<file path="src/rtl/piano_pkg.sv">
// Shared types and constants for the keyboard-piano note sequencer.
package piano_pkg;

  localparam int KEY_W    = 8;
  localparam int PERIOD_W = 24;
  localparam int LEN_W    = 5;
  localparam int CYC_W    = 32;

  // Production defaults: 125 MHz clock, 100 ms per step, 1 ms gap.
  localparam int unsigned DEF_DUR_STEP_CYCLES   = 12500000;
  localparam int unsigned DEF_DUR_DEFAULT_STEPS = 5;
  localparam int unsigned DEF_DUR_MIN_STEPS     = 1;
  localparam int unsigned DEF_DUR_MAX_STEPS     = 20;
  localparam int unsigned DEF_GAP_CYCLES        = 125000;

  typedef enum logic [2:0] {
    IDLE   = 3'd0,
    READ   = 3'd1,
    LATCH  = 3'd2,
    ECHO   = 3'd3,
    LOOKUP = 3'd4,
    PLAY   = 3'd5,
    GAP    = 3'd6
  } piano_state_e;

endpackage

</file>
<file path="src/rtl/piano_note_timer.sv">
// Loadable step/cycle down-counter. A load of (steps, step_cycles) runs for
// exactly steps*step_cycles cycles without ever forming the product; the
// final counted cycle raises done_pulse. step_cycles must be at least 1.
module piano_note_timer
  import piano_pkg::*;
(
  input  logic             clk,
  input  logic             rst,
  input  logic             clear,
  input  logic             load,
  input  logic [LEN_W-1:0] steps,
  input  logic [CYC_W-1:0] step_cycles,
  output logic             running,
  output logic             done_pulse
);

  logic [LEN_W-1:0] step_cnt;
  logic [CYC_W-1:0] cyc_cnt;
  logic [CYC_W-1:0] cyc_reload;
  logic             step_end;

  assign step_end   = (cyc_cnt <= CYC_W'(1));
  assign running    = (step_cnt != '0);
  assign done_pulse = running && step_end && (step_cnt == LEN_W'(1));

  // Count cycles within a step, then steps; stop at zero (no wrap).
  always_ff @(posedge clk) begin
    if (rst || clear) begin
      step_cnt   <= '0;
      cyc_cnt    <= '0;
      cyc_reload <= '0;
    end else if (load) begin
      step_cnt   <= steps;
      cyc_cnt    <= step_cycles;
      cyc_reload <= step_cycles;
    end else if (running) begin
      if (step_end) begin
        step_cnt <= step_cnt - LEN_W'(1);
        cyc_cnt  <= cyc_reload;
      end else begin
        cyc_cnt <= cyc_cnt - CYC_W'(1);
      end
    end
  end

endmodule

</file>
<file path="src/rtl/piano_note_sequencer.sv">
// Keyboard-piano sequencer: pops a key from the UART RX FIFO, echoes it to
// the TX FIFO, looks it up in the scale ROM and plays it for the rotary-set
// note length followed by a silent gap.
// Optional feature macro PIANO_RETRIGGER_EN: a new key arriving during PLAY
// or GAP cuts the current note and is read immediately.
// state_dbg exposes the FSM state for checkers.
// Handshake: rd_en pops one byte whose data is valid the following cycle;
// wr_en pushes din in the same cycle and is only asserted while not full.
module piano_note_sequencer
  import piano_pkg::*;
#(
  parameter int unsigned DUR_STEP_CYCLES   = DEF_DUR_STEP_CYCLES,
  parameter int unsigned DUR_DEFAULT_STEPS = DEF_DUR_DEFAULT_STEPS,
  parameter int unsigned DUR_MIN_STEPS     = DEF_DUR_MIN_STEPS,
  parameter int unsigned DUR_MAX_STEPS     = DEF_DUR_MAX_STEPS,
  parameter int unsigned GAP_CYCLES        = DEF_GAP_CYCLES
) (
  input  logic                clk,
  input  logic                rst,
  input  logic                rotary_event,
  input  logic                rotary_left,
  input  logic [KEY_W-1:0]    ua_receive_dout,
  input  logic                ua_receive_empty,
  output logic                ua_receive_rd_en,
  output logic [KEY_W-1:0]    ua_transmit_din,
  input  logic                ua_transmit_full,
  output logic                ua_transmit_wr_en,
  output logic [KEY_W-1:0]    rom_address,
  input  logic [PERIOD_W-1:0] rom_data,
  output logic [PERIOD_W-1:0] tone_period,
  output logic                tone_enable,
  output logic [LEN_W-1:0]    note_len_steps,
  output logic                busy,
  output piano_state_e        state_dbg
);

  localparam logic [LEN_W-1:0] LEN_DEF  = LEN_W'(DUR_DEFAULT_STEPS);
  localparam logic [LEN_W-1:0] LEN_MIN  = LEN_W'(DUR_MIN_STEPS);
  localparam logic [LEN_W-1:0] LEN_MAX  = LEN_W'(DUR_MAX_STEPS);
  localparam logic [CYC_W-1:0] STEP_CYC = CYC_W'(DUR_STEP_CYCLES);
  localparam logic [CYC_W-1:0] GAP_CYC  = CYC_W'(GAP_CYCLES);

  piano_state_e     state, state_nxt;
  logic [KEY_W-1:0] key_r;
  logic             cap_key, cap_period;
  logic             t_load, t_clear, t_running, t_done;
  logic [LEN_W-1:0] t_steps;
  logic [CYC_W-1:0] t_cycles;

  // The timer's step counter holds the length captured at LOOKUP, so later
  // rotary updates never change a note already in progress.
  piano_note_timer u_timer (
    .clk         (clk),
    .rst         (rst),
    .clear       (t_clear),
    .load        (t_load),
    .steps       (t_steps),
    .step_cycles (t_cycles),
    .running     (t_running),
    .done_pulse  (t_done)
  );

  assign ua_transmit_din = key_r;
  assign rom_address     = key_r;
  assign tone_enable     = (state == PLAY) && t_running;
  assign busy            = (state != IDLE);
  assign state_dbg       = state;

  // State register.
  always_ff @(posedge clk) begin
    if (rst) state <= IDLE;
    else     state <= state_nxt;
  end

  // Next-state and per-state strobes.
  always_comb begin
    state_nxt         = state;
    ua_receive_rd_en  = 1'b0;
    ua_transmit_wr_en = 1'b0;
    cap_key           = 1'b0;
    cap_period        = 1'b0;
    t_load            = 1'b0;
    t_clear           = 1'b0;
    t_steps           = note_len_steps;
    t_cycles          = STEP_CYC;
    case (state)
      IDLE: if (!ua_receive_empty) state_nxt = READ;
      READ: begin
        ua_receive_rd_en = 1'b1;
        state_nxt        = LATCH;
      end
      LATCH: begin
        cap_key   = 1'b1;
        state_nxt = ECHO;
      end
      ECHO: begin
        if (!ua_transmit_full) begin
          ua_transmit_wr_en = 1'b1;
          state_nxt         = LOOKUP;
        end
      end
      LOOKUP: begin
        cap_period = 1'b1;
        if (rom_data == '0) begin
          state_nxt = IDLE;
        end else begin
          t_load    = 1'b1;
          state_nxt = PLAY;
        end
      end
      PLAY: begin
`ifdef PIANO_RETRIGGER_EN
        if (!ua_receive_empty) begin
          t_clear   = 1'b1;
          state_nxt = READ;
        end else
`endif
        if (t_done) begin
          t_load    = 1'b1;
          t_steps   = LEN_W'(1);
          t_cycles  = GAP_CYC;
          state_nxt = GAP;
        end
      end
      GAP: begin
`ifdef PIANO_RETRIGGER_EN
        if (!ua_receive_empty) begin
          t_clear   = 1'b1;
          state_nxt = READ;
        end else
`endif
        if (t_done) state_nxt = IDLE;
      end
      default: state_nxt = IDLE;
    endcase
  end

  // Key byte and tone period capture.
  always_ff @(posedge clk) begin
    if (rst) begin
      key_r       <= '0;
      tone_period <= '0;
    end else begin
      if (cap_key)    key_r       <= ua_receive_dout;
      if (cap_period) tone_period <= rom_data;
    end
  end

  // Rotary note-length setting with saturation at both ends.
  always_ff @(posedge clk) begin
    if (rst) begin
      note_len_steps <= LEN_DEF;
    end else if (rotary_event) begin
      if (rotary_left) begin
        if (note_len_steps > LEN_MIN) note_len_steps <= note_len_steps - LEN_W'(1);
      end else begin
        if (note_len_steps < LEN_MAX) note_len_steps <= note_len_steps + LEN_W'(1);
      end
    end
  end

endmodule
</file>
<file path="config.mk">
export PLATFORM = sky130hd
export DESIGN_NAME = piano_note_sequencer
export DESIGN_NICKNAME = d
export VERILOG_FILES = /design/src/rtl/piano_pkg.sv /design/src/rtl/piano_note_timer.sv /design/src/rtl/piano_note_sequencer.sv
export SDC_FILE = /design/constraint.sdc
export NUM_CORES = 1
export LEC_CHECK = 0
export ABC_CLOCK_PERIOD_IN_PS = 6700
export CELL_PAD_IN_SITES_DETAIL_PLACEMENT = 1
export CELL_PAD_IN_SITES_GLOBAL_PLACEMENT = 1
export CORE_MARGIN = 10
export CORE_UTILIZATION = 40
export DETAILED_ROUTE_END_ITERATION = 16
export PLACE_DENSITY_LB_ADDON = 0.1
export SLEW_MARGIN = 5
export SYNTH_ARGS = -nofsm -noshare
export SYNTH_HDL_FRONTEND = slang
export SYNTH_SLANG_ARGS = --single-unit
export TNS_END_PERCENT = 30
</file>
<file path="constraint.sdc">
create_clock -name clk -period 6.7 [get_ports clk]
set_input_delay 0.67 -clock clk [delete_from_list [all_inputs] [get_ports clk]]
set_output_delay 0.67 -clock clk [all_outputs]
set_load 0.03 [all_outputs]
</file>
==> results <==
- The total met3 wirelength after detailed routing is 614 µm.
- Data on the critical path arrives at its endpoint at 2.65 ns.
- The post-detailed-route count of antenna-violating nets is 0.
- The total negative slack is 0 ns.
- The worst path required time is 6.03 ns.
- Setup repair after global routing left no endpoint under its margin.
- The number of nets in the synthesized netlist is 564.
- The flow ran to the end, and the final reports show no timing, DRC or antenna violations.
- The global-route congestion overflow total is 0.
- After detailed routing, the met2 layer carries 6310 µm of wire.
- The total count of max-transition violations in the final report is 0.
- Based on the critical path, the design can be clocked at up to 0.301 GHz.
- The clock transition at the registers of the reported paths is 0.08 ns.
- The initial utilization of the core area, before any placement, comes to 41.3%.
- The routed layout has 4035 vias.
- The sum of net half-perimeters after detailed placement is 9470 µm.
- The synthesized-area fraction occupied by ao, oa, aoi and oai cells is 18.4%.
- The share of the clock period used by the worst path is 49.6%.
- The count of different cell masters after synthesis is 51.
- The via count of the first global-routing pass came to 4189.
- In this run the static leakage power is 1.87 nW.
- The total global-route track usage is 17.7%.
- The final weighted congestion of routability-driven global placement is 0.845.
- In the routed design, unresolved DRC markers number 0.
- The peak supply drop is 0.338 mV.
- In this run the tightest slew margin relative to its limit is 42.0%.
- Including well taps, the total number of placed cells is 709.
- The number of clock sinks is 80.
- TritonCTS built the clock tree.
- After detailed routing, the wire length on met1 is 5890 µm.
- The highest layer touched by signal routing is met4.
- The cell at the root of the clock tree is clkbuf_8.
- The synthesized netlist devotes 4.10% of its cell area to XOR and XNOR gates.
- The final count of negative-setup-slack endpoints is 0.
- The shortest clock period the worst path allows after layout is 3.32 ns.
- The initial antenna violation count is 0.
- The count of cells in the finished layout, fillers not included, comes to 724.
- Along the worst path, the maximum fanout reaches 21.
- The number of hold violations in the final report came to 0.
- The register bit total from synthesis is 80.
- The adder and majority cell fraction of the synthesized area is 2.16%.
- Summing the areas of all and, or, nand and nor instances in the mapped netlist gives 28.1% of the synthesized area.
- The reported max-cap violation count is 0.
- After detailed routing, the number of vias per cell comes to 5.57.
- The worst setup path is launched from a register.
- The post-route worst hold slack is 0.455 ns.
- The post-CTS resize count is 0.
- Sequential elements use 39.5% of the synthesized area.
- STA classifies the critical path endpoint as a primary output.
- During I/O placement, the number of pins put on the boundary was 90.
- The routed design has 13000 µm of wire.
- For the final database, setup skew stands at 0.0100 ns.
- The portion of synthesized area spent on multiplexers is 2.22%.
- The average detailed-routed wire length per instance is 17.9 µm.
- In the synthesized netlist the async set-or-reset flop fraction comes to 0%.
- The core region is 9820 µm².
- The final design utilization is 52.9%.
- The floorplan has 36 rows.
- The DRC marker count from the first detailed-route iteration is 218.
- The synthesized design contains 0 enable-type register cells.
- The post-synthesis cell area is 4060 µm².
- The count of hold-fix buffers inserted at cts is 0.
- The post-placement setup slack is 3.57 ns.
- The smallest setup slack after layout is 3.38 ns.
- The deepest level of the CTS H-tree is 3.
- The die covers 14600 µm².
- The synthesized instance count is 519.
- The power density over cell area is 514 nW/µm².
- The synthesized area per cell is 7.82 µm².
- The global-route wire length before repair is 21400 µm.
- At the pin with the least slew margin, the transition time is 0.867 ns.
- The number of buffers inserted during clock tree synthesis is 9.
- For this run, the leading register cell type out of synthesis is dfxtp_1.
- The final layout contains 632 nets.
- The dominant combinational cell family by area after synthesis is simple AND/OR/NAND/NOR gates.
- The insertion delay to the later sink of the worst-skew pair is 0.36 ns.
- The buffer count from post-CTS setup fixing is 0.
- The die is 121 µm tall.
- The number of warnings reported in the yosys synthesis log is 0.
- Input and output buffers added on the ports amount to 89.
- The number of buffers between clock root and the deepest sink is 2.
- The number of antenna diodes in the final layout is 0.
- The first detailed-routing pass ran for 4 iterations.
- By startpoint and endpoint, the worst setup path is classified as register to primary output.
- Of the cells placed in the final design, the portion with a size suffix greater than 1 is 5.58%.
- The area growth from synthesis to layout is 28.1%.
- The die extent in x is 121 µm.
- Entering global routing, the biggest net connects 59 pins.
- The class of the tightest hold or removal check is register to register.
-- placed cells by master, fill, tap and decap left out, drive strengths merged, types with 5 or more instances in the layout --
cell type and instances:
nand2 81, a21oi 46, nand3 9, a211oi 7, o211ai 10, or3 7
nand4 5, ha 7, inv 11, mux2i 9, buf 7, o21ai 29
dfxtp 80, or4 6, nor2 59, clkdlybuf4s50 88, clkbuf 12, xor2 14
nor3 15, a31oi 5, nor4 27, nand2b 5, xnor2 5, a221oi 5
-- path summary, 6_finish.rpt --
path,startpoint,endpoint,slack [ns],cells past startpoint
hold / removal,tone_period[13],tone_period[13],0.45,2
hold reg to reg,tone_period[13],tone_period[13],0.45,2
setup reg to reg,u_timer.cyc_cnt[4],u_timer.cyc_cnt[10],3.64,6
setup / recovery,u_timer.step_cnt[0],tone_enable,3.38,5
-- synthesized netlist by cell type (3+ instances only) --
library cell	n	area share (%)
buf_2	6	0.74
mux2i_1	9	2.2
nand4b_1	3	0.65
nand2b_1	5	0.77
and3_1	4	0.62
or4_1	4	0.74
a21oi_1	46	5.7
nor2_1	58	5.4
o211ai_1	10	1.9
a221oi_1	5	1.1
nand3_1	9	1.1
inv_1	11	1.0
nand2_1	81	7.5
clkbuf_1	24	2.2
xnor2_1	5	1.1
nor3_1	15	1.9
ha_1	7	2.2
a211oi_1	3	0.56
dfxtp_1	80	39
nand4_1	5	0.77
a21o_1	4	0.74
and2_1	4	0.62
a211oi_2	4	1.2
a31oi_1	5	0.77
buf_4	8	1.5
xor2_1	14	3.0
nor4_1	25	3.9
o21ai_0	29	3.6
or3_1	7	1.1
nor2b_1	4	0.62
-- where the power goes --
group	switching, mW	internal [mW]
clock network	0.177	0.228
registers	0.114	0.564
logic	1.03	0.554
-- registers in the layout, summed over array words and instances (netlist names) --
name	flops
u_timer.cyc_cnt	32
tone_period	24
rom_address	8
note_len_steps	5
u_timer.step_cnt	5
state_dbg	3
u_timer.cyc_reload	3
-- area by class of cell --
cell class / instances / area [µm²]
multi-input combinational: 390 / 2240
sequential: 80 / 1600
fill: 1232 / 4620
clock inverter: 3 / 65.1
inverter: 11 / 41.3
clock buffer: 12 / 155
timing repair buffer: 95 / 931
tap: 133 / 166
-- layer usage --
metal / track usage, % / up-vias
met3: 3.91 / 14
met1: 22.2 / 1962
met5: 0 / -
met2: 29.0 / 90
li1: - / 1969
met4: 6.79 / 0
-- per-stage QoR --
step / area [µm²] / total power, mW
2_1_floorplan: 4060 / 1.82
3_3_place_gp: 4980 / 2.19
3_5_place_dp: 4980 / 2.24
4_1_cts: 5200 / 2.66
5_1_grt: 5200 / 2.88
6_report: 5200 / 2.67
-- kinds of logic (layout without fill, tap and decap cells) --
| family | count (synthesis) | in the layout |
|---|---|---|
| AOI/OAI and AO/OA | 120 | 120 |
| xor gates and xnor gates | 19 | 19 |
| adders and majority gates | 7 | 7 |
| buffers and inverters | 49 | 121 |
| DFF | 80 | 80 |
| muxes | 9 | 9 |
| and+or+nand+nor | 235 | 235 |
-- critical path, stage by stage, from the launching register on --
cell and delay [ns]:
dfxtp_1 0.39, inv_1 0.09, ha_1 0.25, nand2_1 0.60
and3_1 0.28, clkdlybuf4s50_1 0.69
No activity file was read; power rests on OpenSTA's default activity.
